`src/rtl/fp_unpack_r4_pkg.sv`:
```
// fp_unpack_r4_pkg: shared FP constants, FSM state and FCLASS encoding
package fp_unpack_r4_pkg;
  typedef enum logic [1:0] {IDLE, NORM, DONE} state_t;
  localparam int unsigned BIAS = 127;
  localparam logic [7:0] EXP_MAX = 8'd255;
  localparam logic [31:0] CANON_NAN = 32'h7FC0_0000;
  localparam logic [3:0] CLS_NEG_INF = 4'd0;
  localparam logic [3:0] CLS_NEG_NORM = 4'd1;
  localparam logic [3:0] CLS_NEG_SUB = 4'd2;
  localparam logic [3:0] CLS_NEG_ZERO = 4'd3;
  localparam logic [3:0] CLS_POS_ZERO = 4'd4;
  localparam logic [3:0] CLS_POS_SUB = 4'd5;
  localparam logic [3:0] CLS_POS_NORM = 4'd6;
  localparam logic [3:0] CLS_POS_INF = 4'd7;
  localparam logic [3:0] CLS_SNAN = 4'd8;
  localparam logic [3:0] CLS_QNAN = 4'd9;
  function automatic logic [9:0] fclass(input logic [31:0] x);
    logic s;
    logic [7:0] e;
    logic [22:0] f;
    logic [3:0] idx;
    s = x[31];
    e = x[30:23];
    f = x[22:0];
    idx = e == EXP_MAX ? (f == '0 ? (s ? CLS_NEG_INF : CLS_POS_INF) : (f[22] ? CLS_QNAN : CLS_SNAN)) :
          e == '0 ? (f == '0 ? (s ? CLS_NEG_ZERO : CLS_POS_ZERO) : (s ? CLS_NEG_SUB : CLS_POS_SUB)) :
          (s ? CLS_NEG_NORM : CLS_POS_NORM);
    return 10'd1 << idx;
  endfunction
endpackage

```
`src/rtl/fp_unpack_r4_if.sv`:
```
// fp_unpack_r4_if: operand-in / unpacked-result-out handshake bundle
interface fp_unpack_r4_if;
  logic in_valid;
  logic in_ready;
  logic [31:0] in_data;
  logic out_valid;
  logic out_ready;
  logic out_sign;
  logic signed [9:0] out_exp;
  logic [23:0] out_mant;
  logic [9:0] out_class;
  logic out_is_zero;
  logic out_is_inf;
  logic out_is_nan;
  logic out_is_snan;
  modport master (
    output in_valid, in_data, out_ready,
    input in_ready, out_valid, out_sign, out_exp, out_mant, out_class,
    out_is_zero, out_is_inf, out_is_nan, out_is_snan
  );
  modport slave (
    input in_valid, in_data, out_ready,
    output in_ready, out_valid, out_sign, out_exp, out_mant, out_class,
    out_is_zero, out_is_inf, out_is_nan, out_is_snan
  );
endinterface

```
`src/rtl/fp_unpack_r4_norm_step.sv`:
```
// fp_norm_step_r4: one radix-4 normalization step (shift by 2, 1 or 0)
module fp_norm_step_r4 (
  input  logic [23:0]        mant,
  input  logic signed [9:0]  exp,
  output logic [23:0]        next_mant,
  output logic signed [9:0]  next_exp
);
  always_comb begin
    next_mant = ~|mant[23:22] ? mant << 2 : ~mant[23] ? mant << 1 : mant;
    next_exp = ~|mant[23:22] ? exp - 10'sd2 : ~mant[23] ? exp - 10'sd1 : exp;
  end
endmodule

```
`src/rtl/fp_unpack_r4.sv`:
```
// fp_unpack_r4: unpacks binary32 into sign/exp/explicit significand/FCLASS,
// normalizing subnormals two bits per cycle
module fp_unpack_r4
  import fp_unpack_r4_pkg::*;
(
  input logic           clk,
  input logic           rst_n,
  fp_unpack_r4_if.slave bus
);
  state_t state, state_n;
  logic live;
  logic sign, is_zero, is_inf, is_nan, is_snan;
  logic signed [9:0] exp;
  logic [23:0] mant;
  logic [9:0] cls;
  logic [23:0] step_mant;
  logic signed [9:0] step_exp;
  logic [7:0] exp_f;
  logic [22:0] frac;
  logic accept, sub, zero, top;
  assign exp_f = bus.in_data[30:23];
  assign frac = bus.in_data[22:0];
  assign accept = bus.in_valid & bus.in_ready;
  assign sub = exp_f == '0 && frac != '0;
  assign zero = exp_f == '0 && frac == '0;
  assign top = exp_f == EXP_MAX;
  fp_norm_step_r4 u_step (
    .mant      (mant),
    .exp       (exp),
    .next_mant (step_mant),
    .next_exp  (step_exp)
  );
  // live keeps in_ready low until the first edge after reset release
  always_ff @(posedge clk or negedge rst_n) begin
    if (!rst_n) begin
      state <= IDLE;
      live <= 1'b0;
    end else begin
      state <= state_n;
      live <= 1'b1;
    end
  end
  always_comb begin
    state_n = state;
    if (accept) state_n = sub ? NORM : DONE;
    else if (state == NORM && step_mant[23]) state_n = DONE;
    else if (state == DONE && bus.out_ready) state_n = IDLE;
  end
  always_comb begin
    bus.in_ready = live && state == IDLE;
    bus.out_valid = state == DONE;
  end
  always_ff @(posedge clk or negedge rst_n) begin
    if (!rst_n) begin
      sign <= 1'b0;
      exp <= '0;
      mant <= '0;
      cls <= '0;
      is_zero <= 1'b0;
      is_inf <= 1'b0;
      is_nan <= 1'b0;
      is_snan <= 1'b0;
    end else if (accept) begin
      sign <= bus.in_data[31];
      exp <= sub ? 10'sd1 : zero ? 10'sd0 : $signed({2'b00, exp_f});
      mant <= sub ? {1'b0, frac} : zero ? 24'd0 : {1'b1, frac};
      cls <= fclass(bus.in_data);
      is_zero <= zero;
      is_inf <= top && frac == '0;
      is_nan <= top && frac != '0;
      is_snan <= top && frac != '0 && !frac[22];
    end else if (state == NORM) begin
      exp <= step_exp;
      mant <= step_mant;
    end
  end
  always_comb begin
    bus.out_sign = sign;
    bus.out_exp = exp;
    bus.out_mant = mant;
    bus.out_class = cls;
    bus.out_is_zero = is_zero;
    bus.out_is_inf = is_inf;
    bus.out_is_nan = is_nan;
    bus.out_is_snan = is_snan;
  end
endmodule

```
`src/flat_wrapper.sv`:
```
// flat-port wrapper written by rule: the top's interface ports become plain ports
module fp_unpack_r4_flat import fp_unpack_r4_pkg::*;
  (clk, rst_n, bus_in_valid, bus_in_data, bus_out_ready, bus_in_ready, bus_out_valid, bus_out_sign, bus_out_exp, bus_out_mant, bus_out_class, bus_out_is_zero, bus_out_is_inf, bus_out_is_nan, bus_out_is_snan);
  fp_unpack_r4_if bus_i ();
  input logic clk;
  input logic rst_n;
  input wire logic [$bits(bus_i.in_valid)-1:0] bus_in_valid;
  input wire logic [$bits(bus_i.in_data)-1:0] bus_in_data;
  input wire logic [$bits(bus_i.out_ready)-1:0] bus_out_ready;
  output wire logic [$bits(bus_i.in_ready)-1:0] bus_in_ready;
  output wire logic [$bits(bus_i.out_valid)-1:0] bus_out_valid;
  output wire logic [$bits(bus_i.out_sign)-1:0] bus_out_sign;
  output wire logic [$bits(bus_i.out_exp)-1:0] bus_out_exp;
  output wire logic [$bits(bus_i.out_mant)-1:0] bus_out_mant;
  output wire logic [$bits(bus_i.out_class)-1:0] bus_out_class;
  output wire logic [$bits(bus_i.out_is_zero)-1:0] bus_out_is_zero;
  output wire logic [$bits(bus_i.out_is_inf)-1:0] bus_out_is_inf;
  output wire logic [$bits(bus_i.out_is_nan)-1:0] bus_out_is_nan;
  output wire logic [$bits(bus_i.out_is_snan)-1:0] bus_out_is_snan;
  assign bus_i.in_valid = bus_in_valid;
  assign bus_i.in_data = bus_in_data;
  assign bus_i.out_ready = bus_out_ready;
  assign bus_in_ready = bus_i.in_ready;
  assign bus_out_valid = bus_i.out_valid;
  assign bus_out_sign = bus_i.out_sign;
  assign bus_out_exp = bus_i.out_exp;
  assign bus_out_mant = bus_i.out_mant;
  assign bus_out_class = bus_i.out_class;
  assign bus_out_is_zero = bus_i.out_is_zero;
  assign bus_out_is_inf = bus_i.out_is_inf;
  assign bus_out_is_nan = bus_i.out_is_nan;
  assign bus_out_is_snan = bus_i.out_is_snan;
  fp_unpack_r4 u_core (.clk(clk), .rst_n(rst_n), .bus(bus_i));
endmodule
```
`config.mk`:
```
export PLATFORM = sky130hd
export DESIGN_NAME = fp_unpack_r4_flat
export DESIGN_NICKNAME = d
export VERILOG_FILES = /design/src/rtl/fp_unpack_r4_pkg.sv /design/src/rtl/fp_unpack_r4_if.sv /design/src/rtl/fp_unpack_r4_norm_step.sv /design/src/rtl/fp_unpack_r4.sv /design/src/flat_wrapper.sv
export SDC_FILE = /design/constraint.sdc
export NUM_CORES = 1
export LEC_CHECK = 0
export BUFFER_PORTS_ARGS = -buffer_cell sky130_fd_sc_hd__buf_2
export CAP_MARGIN = 20
export CORE_MARGIN = 2
export CORE_UTILIZATION = 53
export CTS_CLUSTER_DIAMETER = 80
export CTS_CLUSTER_SIZE = 30
export DETAILED_ROUTE_END_ITERATION = 10
export PLACE_DENSITY = 0.79
export SYNTH_ARGS = -nofsm -noshare
export SYNTH_HDL_FRONTEND = slang
export SYNTH_SLANG_ARGS = --single-unit
```
`constraint.sdc`:
```
create_clock -name clk -period 4.9 [get_ports clk]
set_input_delay 0.735 -clock clk [delete_from_list [all_inputs] [get_ports clk]]
set_output_delay 0.735 -clock clk [all_outputs]
set_load 0.05 [all_outputs]
```
==> run_results.csv, run 1 <==
group,metric,value,unit
critical_path,arrival,2.73,ns
layout,fillCellCount,454,
run,maxCapViolations,0,
cts,clockBufferDepth,2,
cts,htreeDepth,2,
cts,cts_sinks,52,
synth,seq_area_frac_synth,45.6,%
synth,synth_edf_count,0,
run_status,status,"finished clean",
detailed_routing,drtPass1Iterations,5,
cts,worstSkewPairLatency,0.32,ns
critical_path,r2r_start,"u_core.bus.out_mant[23]$_DFFE_PN0P_",
detailed_routing,drc,0,
detailed_routing,drt-initial-drc-count,171,
min_path,min_from,"u_core.bus.out_is_snan$_DFFE_PN0P_",
power_and_ir_drop,leakage,1.58,nW
sta,drv_slew,0,
sta,rsz0062_at_grt,"false",
sta,timing.fmax,397,MHz
power_and_ir_drop,power.density,430,mW/mm^2
placed_design,dpl_cell_area,0.00331,sq mm
placed_design,routabilityCongestion,0.830,
floorplanning,die_area,0.00598,sq mm
floorplanning,core_area,0.00514,sq mm
global_route,globalRouteOverflowTotal,0,
critical_path,required,5.11,ns
sta,postLayoutSetupSlackWorst,2.38,ns
min_path,hold_end,"u_core.bus.out_is_snan$_DFFE_PN0P_",
cts,cts_tree,"done",
layout,final_nets,400,
synth,yosysTopAreaCell,"dfrtp_1",
sta,setup_viol_count_final,0,
min_path,hp-class,"reg2reg",
layout,post-route-cell-area,0.00340,sq mm
synth,yosysMostFrequentCell,"dfrtp_1",
floorplanning,ioPinCount,87,
cts,hold_buffers,0,
detailed_routing,maxUsedRoutingLayer,"met4",
critical_path,start_kind,"primary input",
cts,cts_setup_buffers,0,
placed_design,place_hpwl,4970,um
sta,worstMarginPinSlew,0.866,ns
floorplanning,start_util,55.5,%
sta,fin_crit_sh,51.4,%
critical_path,timing_worst_setup_path_type,"in2reg",
critical_path,crit_fanout,6,
detailed_routing,dr_wl_met3,543,um
cts,clock-root-buffer,"clkbuf_8",
synth,synth_area_leaders,"dfrtp_1 46%, o221a_2 7.9%, mux2i_1 7.4%, o21ai_0 7.0%, nand2_1 3.9%",
global_route,grt_usage,24.4,%
layout,final_core_util,66.2,%
sta,slew_headroom,42.2,%
cts,numCtsBuffers,5,
detailed_routing,drt-met1-wl,3250,um
layout,num_antenna_cells,0,
placed_design,port_buffers,86,
detailed_routing,vias_per_cell,5.98,
synth,synth_area_per_cell,10.1,sq um
global_route,grt_pass1_wl,11900,um
cts,clk_pin_slew,0.11,ns
synth,synthesis.area,0.00285,sq mm
sta,clock_skew,0.0140,ns
sta,fin_tns_setup,0,ns
detailed_routing,postRouteAntennaNets,0,
critical_path,end_kind,"register",
global_route,grt_pass1_vias,2383,
detailed_routing,wl,7000,um
synth,yosys_warnings,0,
synth,ys.flop_type,"dfrtp_1",
synth,yosysUniqueCellTypes,49,
detailed_routing,wl_met2,3130,um
synth,synthArstFlopShare,100,%
cts,post_cts_resized,0,
sta,period_minus_slack,2.52,ns
floorplanning,die_w,77.4,um
synth,synth_common_cells,"52 x dfrtp_1, 40 x o21ai_0, 30 x nand2_1",
layout,syn2layout_area_growth,19.3,%
layout,drive_above_1_share,35.9,%
global_route,grt_antenna_before_repair,0,
detailed_routing,wl_per_cell,16.3,um
critical_path,r2r_slack,2.43,ns
placed_design,preCtsSetupSlack,2.09,ns
critical_path,r2r_end,"u_core.bus.out_exp[4]$_DFFE_PN0P_",
detailed_routing,via_count,2564,
synth,synthCells,282,
global_route,grt_max_degree,53,
critical_path,rr_worst_depth,4,
min_path,whs_path_depth,2,
floorplanning,row_count,26,
floorplanning,die_h,77.4,um
sta,hold_viol,0,
power_and_ir_drop,vdd_drop_max,0.000276,V
synth,syn_nets,324,
synth,ys_ff_latch,52,
synth,synth_top_area_share,45.6,%
-- layer usage --
layer	vias to the layer above	track usage, %
met5	-	0
met2	132	37.7
li1	1213	-
met3	10	5.23
met4	0	5.18
met1	1209	35.7
-- through the flow --
| step | total power, W | instances | hold slack [ns] |
|---|---|---|---|
| finish | 0.00146 | 429 | 0.489 |
| global route | 0.00154 | 429 | 0.539 |
| CTS | 0.00147 | 429 | 0.496 |
| detailed placement | 0.00121 | 421 | 0.471 |
| global placement | 0.00120 | 421 | 0.461 |
| floorplan | 0.00106 | 282 | 0.439 |
-- report_power, final --
group / switching (W) / leakage, nW / internal [W]
Sequential: 0.0000849 / 0.634 / 0.000498
Clock: 0.000159 / 0.0463 / 0.000105
Combinational: 0.000427 / 0.905 / 0.000190
Total: 0.000670 / 1.58 / 0.000793
-- layout by cell type, fill, tap and decap left out, types with 3 or more instances in the layout --
| cell | count |
|---|---|
| nor3_1 | 4 |
| dfrtp_1 | 52 |
| clkbuf_8 | 5 |
| nor2_1 | 14 |
| o21ai_0 | 40 |
| buf_4 | 4 |
| mux2i_1 | 21 |
| o221a_2 | 20 |
| nor4_1 | 7 |
| a22o_1 | 4 |
| a22oi_1 | 5 |
| ha_1 | 6 |
| nand2_1 | 30 |
| nand2b_1 | 3 |
| inv_1 | 6 |
| buf_2 | 86 |
| nand4_1 | 4 |
-- how the worst max path moves through the flow --
stage | startpoint | end | cells after the start
after floorplan | u_core.state[1]$_DFFE_PN0P_ | u_core.bus.out_class[0]$_DFFE_PN0P_ | 7
after global placement | bus_in_data[1] | u_core.bus.out_class[8]$_DFFE_PN0P_ | 9
after detailed placement | bus_in_data[1] | u_core.bus.out_class[8]$_DFFE_PN0P_ | 9
after CTS | bus_in_data[1] | u_core.bus.out_class[8]$_DFFE_PN0P_ | 9
after global routing | bus_in_data[1] | u_core.bus.out_class[8]$_DFFE_PN0P_ | 9
final | bus_in_data[1] | u_core.bus.out_class[8]$_DFFE_PN0P_ | 9
-- registers in the layout, summed over array words and instances (netlist names) --
register and cells:
u_core.bus.out_is_zero 1, u_core.bus.out_mant 24, u_core.live 1, u_core.bus.out_is_nan 1, u_core.bus.out_is_snan 1, u_core.bus.out_is_inf 1
u_core.bus.out_class 10, u_core.bus.out_exp 10, u_core.bus.out_sign 1, u_core.state 2
-- cell families (layout without fill, tap and decap cells) --
family,after synthesis,in the layout,share of synthesized area (%)
fa+ha+maj,6,6,2.63
mux,21,21,7.37
other cells,1,1,0.132
flops,52,52,45.6
compound gates,87,87,23.0
buf+inv,27,104,4.26
xor+xnor,4,4,1.23
simple gates,84,84,15.7
-- final cells by class --
| class | count | area [sq um] | area share, % |
|---|---|---|---|
| Clock buffer | 5 | 68.8 | 2.02 |
| Clock inverter | 3 | 27.5 | 0.809 |
| Inverter | 6 | 22.5 | 0.662 |
| Multi-Input combinational cell | 203 | 1430 | 42.1 |
| Sequential cell | 52 | 1300 | 38.2 |
| Tap cell | 70 | 87.6 | 2.57 |
| Timing Repair Buffer | 90 | 460 | 13.5 |
-- critical path, stage by stage --
cell and delay, ns:
buf_2 0.11, nor4_1 0.31, nand4_1 0.16, or2_1 0.34
inv_1 0.13, ha_1 0.23, mux2i_1 0.19, a22oi_1 0.17
o41ai_1 0.35
(Power assumes the default switching activity.)
==> inputs of run 2 (changes only) <==
--- a/config.mk
+++ b/config.mk
@@ -8,11 +8,11 @@
 export BUFFER_PORTS_ARGS = -buffer_cell sky130_fd_sc_hd__buf_2
 export CAP_MARGIN = 20
 export CORE_MARGIN = 2
-export CORE_UTILIZATION = 53
+export CORE_UTILIZATION = 51
 export CTS_CLUSTER_DIAMETER = 80
 export CTS_CLUSTER_SIZE = 30
 export DETAILED_ROUTE_END_ITERATION = 10
-export PLACE_DENSITY = 0.79
+export PLACE_DENSITY = 0.76
 export SYNTH_ARGS = -nofsm -noshare
 export SYNTH_HDL_FRONTEND = slang
 export SYNTH_SLANG_ARGS = --single-unit
==> constraint.sdc (replaced) <==
create_clock -name clk -period 2.46 [get_ports clk]
set_input_delay 0.369 -clock clk [delete_from_list [all_inputs] [get_ports clk]]
set_output_delay 0.369 -clock clk [all_outputs]
set_load 0.05 [all_outputs]
==> run 2 against run 1 <==
Against the previous run: via count rose by 2.1%; flip-flop and latch count did not move; sequential power rose by 97%; worst hold slack got worse by 0.46 ns; total power rose by 97%; global-route usage barely moved; die area rose by 3.7%; count of clock-buffer cells in the layout rose by 1; clock power rose by 77%; largest cell class unchanged.
==> run_results.csv, run 2 (synthesis results as in run 1) <==
group,metric,value,unit
power_and_ir_drop,power.density,838,mW/mm^2
sta,hold_viol,0,
cts,hold_buffers,0,
placed_design,port_buffers,86,
layout,final_nets,406,
power_and_ir_drop,vdd_drop_max,0.000497,V
cts,cts_setup_buffers,0,
floorplanning,row_count,27,
layout,final_cell_mix,"86 x buf_2, 52 x dfrtp_1, 40 x o21ai_0",
critical_path,r2r_start,"u_core.state[1]$_DFFE_PN0P_",
cts,clockBufferDepth,2,
sta,setup_viol_count_final,0,
detailed_routing,drc,0,
cts,cts_tree,"done",
floorplanning,die_w,78.8,um
global_route,globalRouteOverflowTotal,0,
sta,clock_skew,0.0113,ns
critical_path,required,2.68,ns
power_and_ir_drop,leakage,1.61,nW
sta,fin_tns_setup,0,ns
cts,clock-root-buffer,"clkbuf_8",
cts,cts_sinks,52,
critical_path,crit_fanout,17,
detailed_routing,wl,7300,um
cts,post_cts_resized,0,
cts,worstSkewPairLatency,0.31,ns
placed_design,dpl_cell_area,0.00336,sq mm
cts,numCtsBuffers,5,
run_status,status,"finished clean",
placed_design,routabilityCongestion,0.884,
global_route,grt_pass1_wl,12000,um
sta,drv_slew,0,
floorplanning,ioPinCount,87,
critical_path,arrival,2.33,ns
sta,fin_crit_sh,85.7,%
critical_path,end_kind,"register",
global_route,grt_pass1_vias,2431,
run,maxCapViolations,0,
detailed_routing,postRouteAntennaNets,0,
placed_design,place_hpwl,5350,um
floorplanning,core_area,0.00544,sq mm
layout,largest_reg_flops,24,
critical_path,cp_cell_sequence,"nand4bb_2 > buf_4 > nor4_1 > a41oi_1 > o21ai_0",
critical_path,start_kind,"register",
detailed_routing,vias_per_cell,6.00,
sta,rsz0062_at_grt,"false",
cts,clk_pin_slew,0.09,ns
floorplanning,start_util,52.4,%
detailed_routing,wl_per_cell,16.8,um
cts,htreeDepth,2,
sta,period_minus_slack,2.11,ns
floorplanning,die_area,0.00621,sq mm
layout,final_common_cell,"buf_2",
layout,final_core_util,63.2,%
layout,syn2layout_area_growth,20.5,%
detailed_routing,drt-initial-drc-count,164,
layout,drive_above_1_share,36.8,%
layout,post-route-cell-area,0.00344,sq mm
critical_path,r2r_slack,0.35,ns
global_route,grt_max_degree,30,
min_path,hp-class,"in2async",
detailed_routing,via_count,2618,
global_route,grt_antenna_before_repair,0,
critical_path,rr_worst_depth,5,
critical_path,crit_path_max_incr_delay,0.58,ns
critical_path,timing_worst_setup_path_type,"reg2reg",
floorplanning,die_h,78.8,um
sta,timing.fmax,474,MHz
detailed_routing,drtPass1Iterations,4,
critical_path,worst_path_max_delay_cell,"nand4bb_2",
global_route,grt_usage,24.4,%
layout,num_antenna_cells,0,
critical_path,r2r_end,"u_core.bus.out_class[7]$_DFFE_PN0P_",
sta,holdWs,0.0313,ns
run 2: cell types whose count changed in the layout (fill, tap and decap cells not counted):
cell        before  now
nor3b_1          1    0
clkinvlp_4       1    0
inv_8            1    0
clkinv_4         1    0
nor3b_2          1    2
buf_4            4   10
clkinv_2         0    1
clkbuf_1         0    1
run 2: how the worst max path moves through the flow:
stage / slack, ns / cells past startpoint / startpoint / end
finish: 0.35 / 5 / u_core.state[1]$_DFFE_PN0P_ / u_core.bus.out_class[7]$_DFFE_PN0P_
floorplan: 0.36 / 7 / u_core.state[1]$_DFFE_PN0P_ / u_core.bus.out_class[0]$_DFFE_PN0P_
detailed placement: 0.11 / 9 / bus_in_data[1] / u_core.bus.out_class[8]$_DFFE_PN0P_
global route: 0.24 / 5 / u_core.state[1]$_DFFE_PN0P_ / u_core.bus.out_class[6]$_DFFE_PN0P_
global placement: 0.23 / 9 / bus_in_data[1] / u_core.bus.out_class[8]$_DFFE_PN0P_
CTS: 0.35 / 5 / u_core.state[1]$_DFFE_PN0P_ / u_core.bus.out_class[7]$_DFFE_PN0P_
run 2: through the flow:
step	worst slack [ns]	cells	total power (W)
3_5_place_dp	0.110	429	0.00243
3_3_place_gp	0.230	429	0.00240
5_1_grt	0.243	436	0.00302
4_1_cts	0.352	436	0.00289
2_1_floorplan	0.364	282	0.00211
6_report	0.352	436	0.00288
run 2: cell type report:
cell class,instances,area (sq um)
Sequential cell,52,1300
Fill cell,489,2000
Multi-Input combinational cell,203,1440
Clock inverter,1,5.00
Tap cell,72,90.1
Inverter,6,22.5
Timing Repair Buffer,96,505
Clock buffer,6,72.6
run 2: report_power, final:
| part | leakage [nW] | switching (W) | internal, W |
|---|---|---|---|
| combinational | 0.937 | 0.000878 | 0.000390 |
| sequential | 0.634 | 0.000154 | 0.000993 |
| clock | 0.0410 | 0.000272 | 0.000194 |
run 2: critical path: cells and delay by family (launching register included):
family	cells	cell delay, ns
flip-flops	1	0.47
buffers and inverters	1	0.36
AO/OA/AOI/OAI	2	0.30
AND/OR/NAND/NOR	2	0.89
run 2: per-layer routing:
layer / GRT usage (%) / vias to the layer above / routed length, um
li1: - / 1228 / -
met3: 4.55 / 10 / 609
met1: 36.3 / 1241 / 3270
met4: 5.26 / 0 / 74
met5: 0 / - / 0
met2: 37.4 / 139 / 3350
==> inputs of run 3 (changes only) <==
--- a/config.mk
+++ b/config.mk
@@ -7,7 +7,7 @@
 export LEC_CHECK = 0
 export BUFFER_PORTS_ARGS = -buffer_cell sky130_fd_sc_hd__buf_2
 export CAP_MARGIN = 20
-export CORE_MARGIN = 2
+export CORE_MARGIN = 3
 export CORE_UTILIZATION = 51
 export CTS_CLUSTER_DIAMETER = 80
 export CTS_CLUSTER_SIZE = 30
==> run 3 against run 2 <==
Against the previous run: the run now ends with hold timing left; sequential power is essentially flat; flip-flop and latch count is the same; combinational power is essentially flat; sequential share of layout area shrank 0.56 points; clock power grew 39%; clock skew shrank 0.0072 ns; fmax shrank 0.44%; non-clock buffer count shrank 1; worst hold slack lost 0.033 ns; total power grew 6.2%; cell area grew 1.5%; register-to-register slack is essentially flat; critical path type unchanged.
==> run_results.csv, run 3 (synthesis results as in run 1) <==
group,metric,value,unit
critical_path,timing_worst_setup_path_type,"reg2reg",
run,maxCapViolations,0,
layout,final_cell_mix,"86 x buf_2, 52 x dfrtp_1, 40 x o21ai_0",
critical_path,start_kind,"register",
layout,final_nets,405,
sta,fin_tns_setup,0,ns
layout,drive_above_1_share,37.1,%
power_and_ir_drop,power.density,877,mW/mm^2
min_path,hp-class,"in2async",
cts,cts_tree,"done",
cts,cts_sinks,52,
detailed_routing,postRouteAntennaNets,0,
floorplanning,ioPinCount,87,
sta,fin_crit_sh,86.1,%
layout,syn2layout_area_growth,22.3,%
global_route,globalRouteOverflowTotal,0,
power_and_ir_drop,leakage,1.64,nW
floorplanning,die_area,0.00652,sq mm
sta,holdWs,-0.00195,ns
global_route,grt_pass1_vias,2531,
placed_design,place_hpwl,5490,um
layout,largest_reg_flops,24,
sta,timing.fmax,472,MHz
sta,setup_viol_count_final,0,
sta,drv_slew,0,
detailed_routing,wl,7490,um
placed_design,dp_cells,426,
sta,clock_skew,0.00410,ns
detailed_routing,drt-initial-drc-count,168,
critical_path,arrival,2.35,ns
layout,final_common_cell,"buf_2",
cts,htreeDepth,2,
layout,num_antenna_cells,0,
sta,hold_viol,2,
cts,post_cts_resized,0,
layout,fin_cells,434,
sta,worstMarginPinSlew,0.581,ns
detailed_routing,vias_per_cell,6.00,
power_and_ir_drop,vdd_drop_max,0.000517,V
floorplanning,start_util,54.1,%
floorplanning,die_h,80.8,um
run_status,violations,"hold timing",
floorplanning,core_area,0.00527,sq mm
cts,hold_buffers,0,
detailed_routing,drc,0,
global_route,grt_pass1_wl,12200,um
detailed_routing,drtPass1Iterations,4,
cts,clockBufferDepth,2,
sta,slew_headroom,61.1,%
critical_path,crit_fanout,38,
cts,clock-root-buffer,"clkbuf_8",
cts,clk_pin_slew,0.09,ns
sta,rsz0062_at_grt,"false",
floorplanning,die_w,80.8,um
floorplanning,row_count,26,
cts,cts_setup_buffers,0,
sta,period_minus_slack,2.12,ns
detailed_routing,wl_per_cell,17.3,um
global_route,grt_usage,24.2,%
global_route,grt_max_degree,39,
critical_path,end_kind,"register",
global_route,grt_antenna_before_repair,0,
run_status,status,"finished, violations left",
detailed_routing,via_count,2603,
placed_design,routabilityCongestion,0.898,
cts,worstSkewPairLatency,0.31,ns
placed_design,port_buffers,86,
critical_path,required,2.69,ns
cts,numCtsBuffers,5,
-- run 3: changes by cell type in the layout (fill, tap and decap cells not counted) --
cell       change
buf_4          -2
clkbuf_1       -1
clkinv_2       -1
bufinv_16      +1
clkbuf_8       +2
buf_12         +1
-- run 3: layout make-up --
class | instances | area [sq um]
clock inverters | 1 | 30.0
well taps | 70 | 87.6
repair buffers | 95 | 510
multi-input cells | 203 | 1440
inverters | 6 | 22.5
clock buffers | 7 | 96.3
flip-flops and latches | 52 | 1300
fillers | 458 | 1780
-- run 3: stage by stage --
| step | utilization, % | power, W | cell area (sq um) | setup slack, ns |
|---|---|---|---|---|
| floorplan | - | 0.00211 | 2860 | 0.364 |
| global placement | 63.8 | 0.00241 | 3360 | 0.193 |
| detailed placement | 63.8 | 0.00243 | 3360 | 0.124 |
| CTS | 66.2 | 0.00307 | 3490 | 0.347 |
| global route | 66.2 | 0.00321 | 3490 | 0.177 |
| finish | 66.2 | 0.00306 | 3490 | 0.343 |
-- run 3: final timing paths --
kind	start	slack (ns)	to	cells past startpoint
max	u_core.state[1]$_DFFE_PN0P_	0.34	u_core.bus.out_class[6]$_DFFE_PN0P_	5
min	rst_n	-0.002	u_core.bus.out_exp[6]$_DFFE_PN0P_	1
max reg2reg	u_core.state[1]$_DFFE_PN0P_	0.34	u_core.bus.out_class[6]$_DFFE_PN0P_	5
min reg2reg	u_core.bus.out_sign$_DFFE_PN0P_	0.48	u_core.bus.out_sign$_DFFE_PN0P_	2
max in group asynchronous	rst_n	1.85	u_core.bus.out_mant[13]$_DFFE_PN0P_	2
min in group clk	bus_in_data[0]	0.26	u_core.bus.out_mant[0]$_DFFE_PN0P_	3
-- run 3: power by group --
group	internal [W]	leakage, nW	switching [W]
combinational	0.000391	0.938	0.000880
clock	0.000359	0.0645	0.000287
sequential	0.000993	0.634	0.000149
-- run 3: worst max-delay path, cell delays in order, from the launching register on --
cell and delay (ns):
dfrtp_1 0.49, nand4bb_2 0.60, buf_12 0.35, nor4_1 0.28
a41oi_1 0.11, o21ai_0 0.19
-- run 3: per-layer routing --
| metal | track usage, % | up-vias | share of wire [%] |
|---|---|---|---|
| met1 | 33.0 | 1249 | 44 |
| li1 | - | 1225 | - |
| met4 | 6.25 | 0 | 1.2 |
| met5 | 0 | - | 0 |
| met3 | 5.21 | 11 | 8.4 |
| met2 | 39.4 | 118 | 46 |
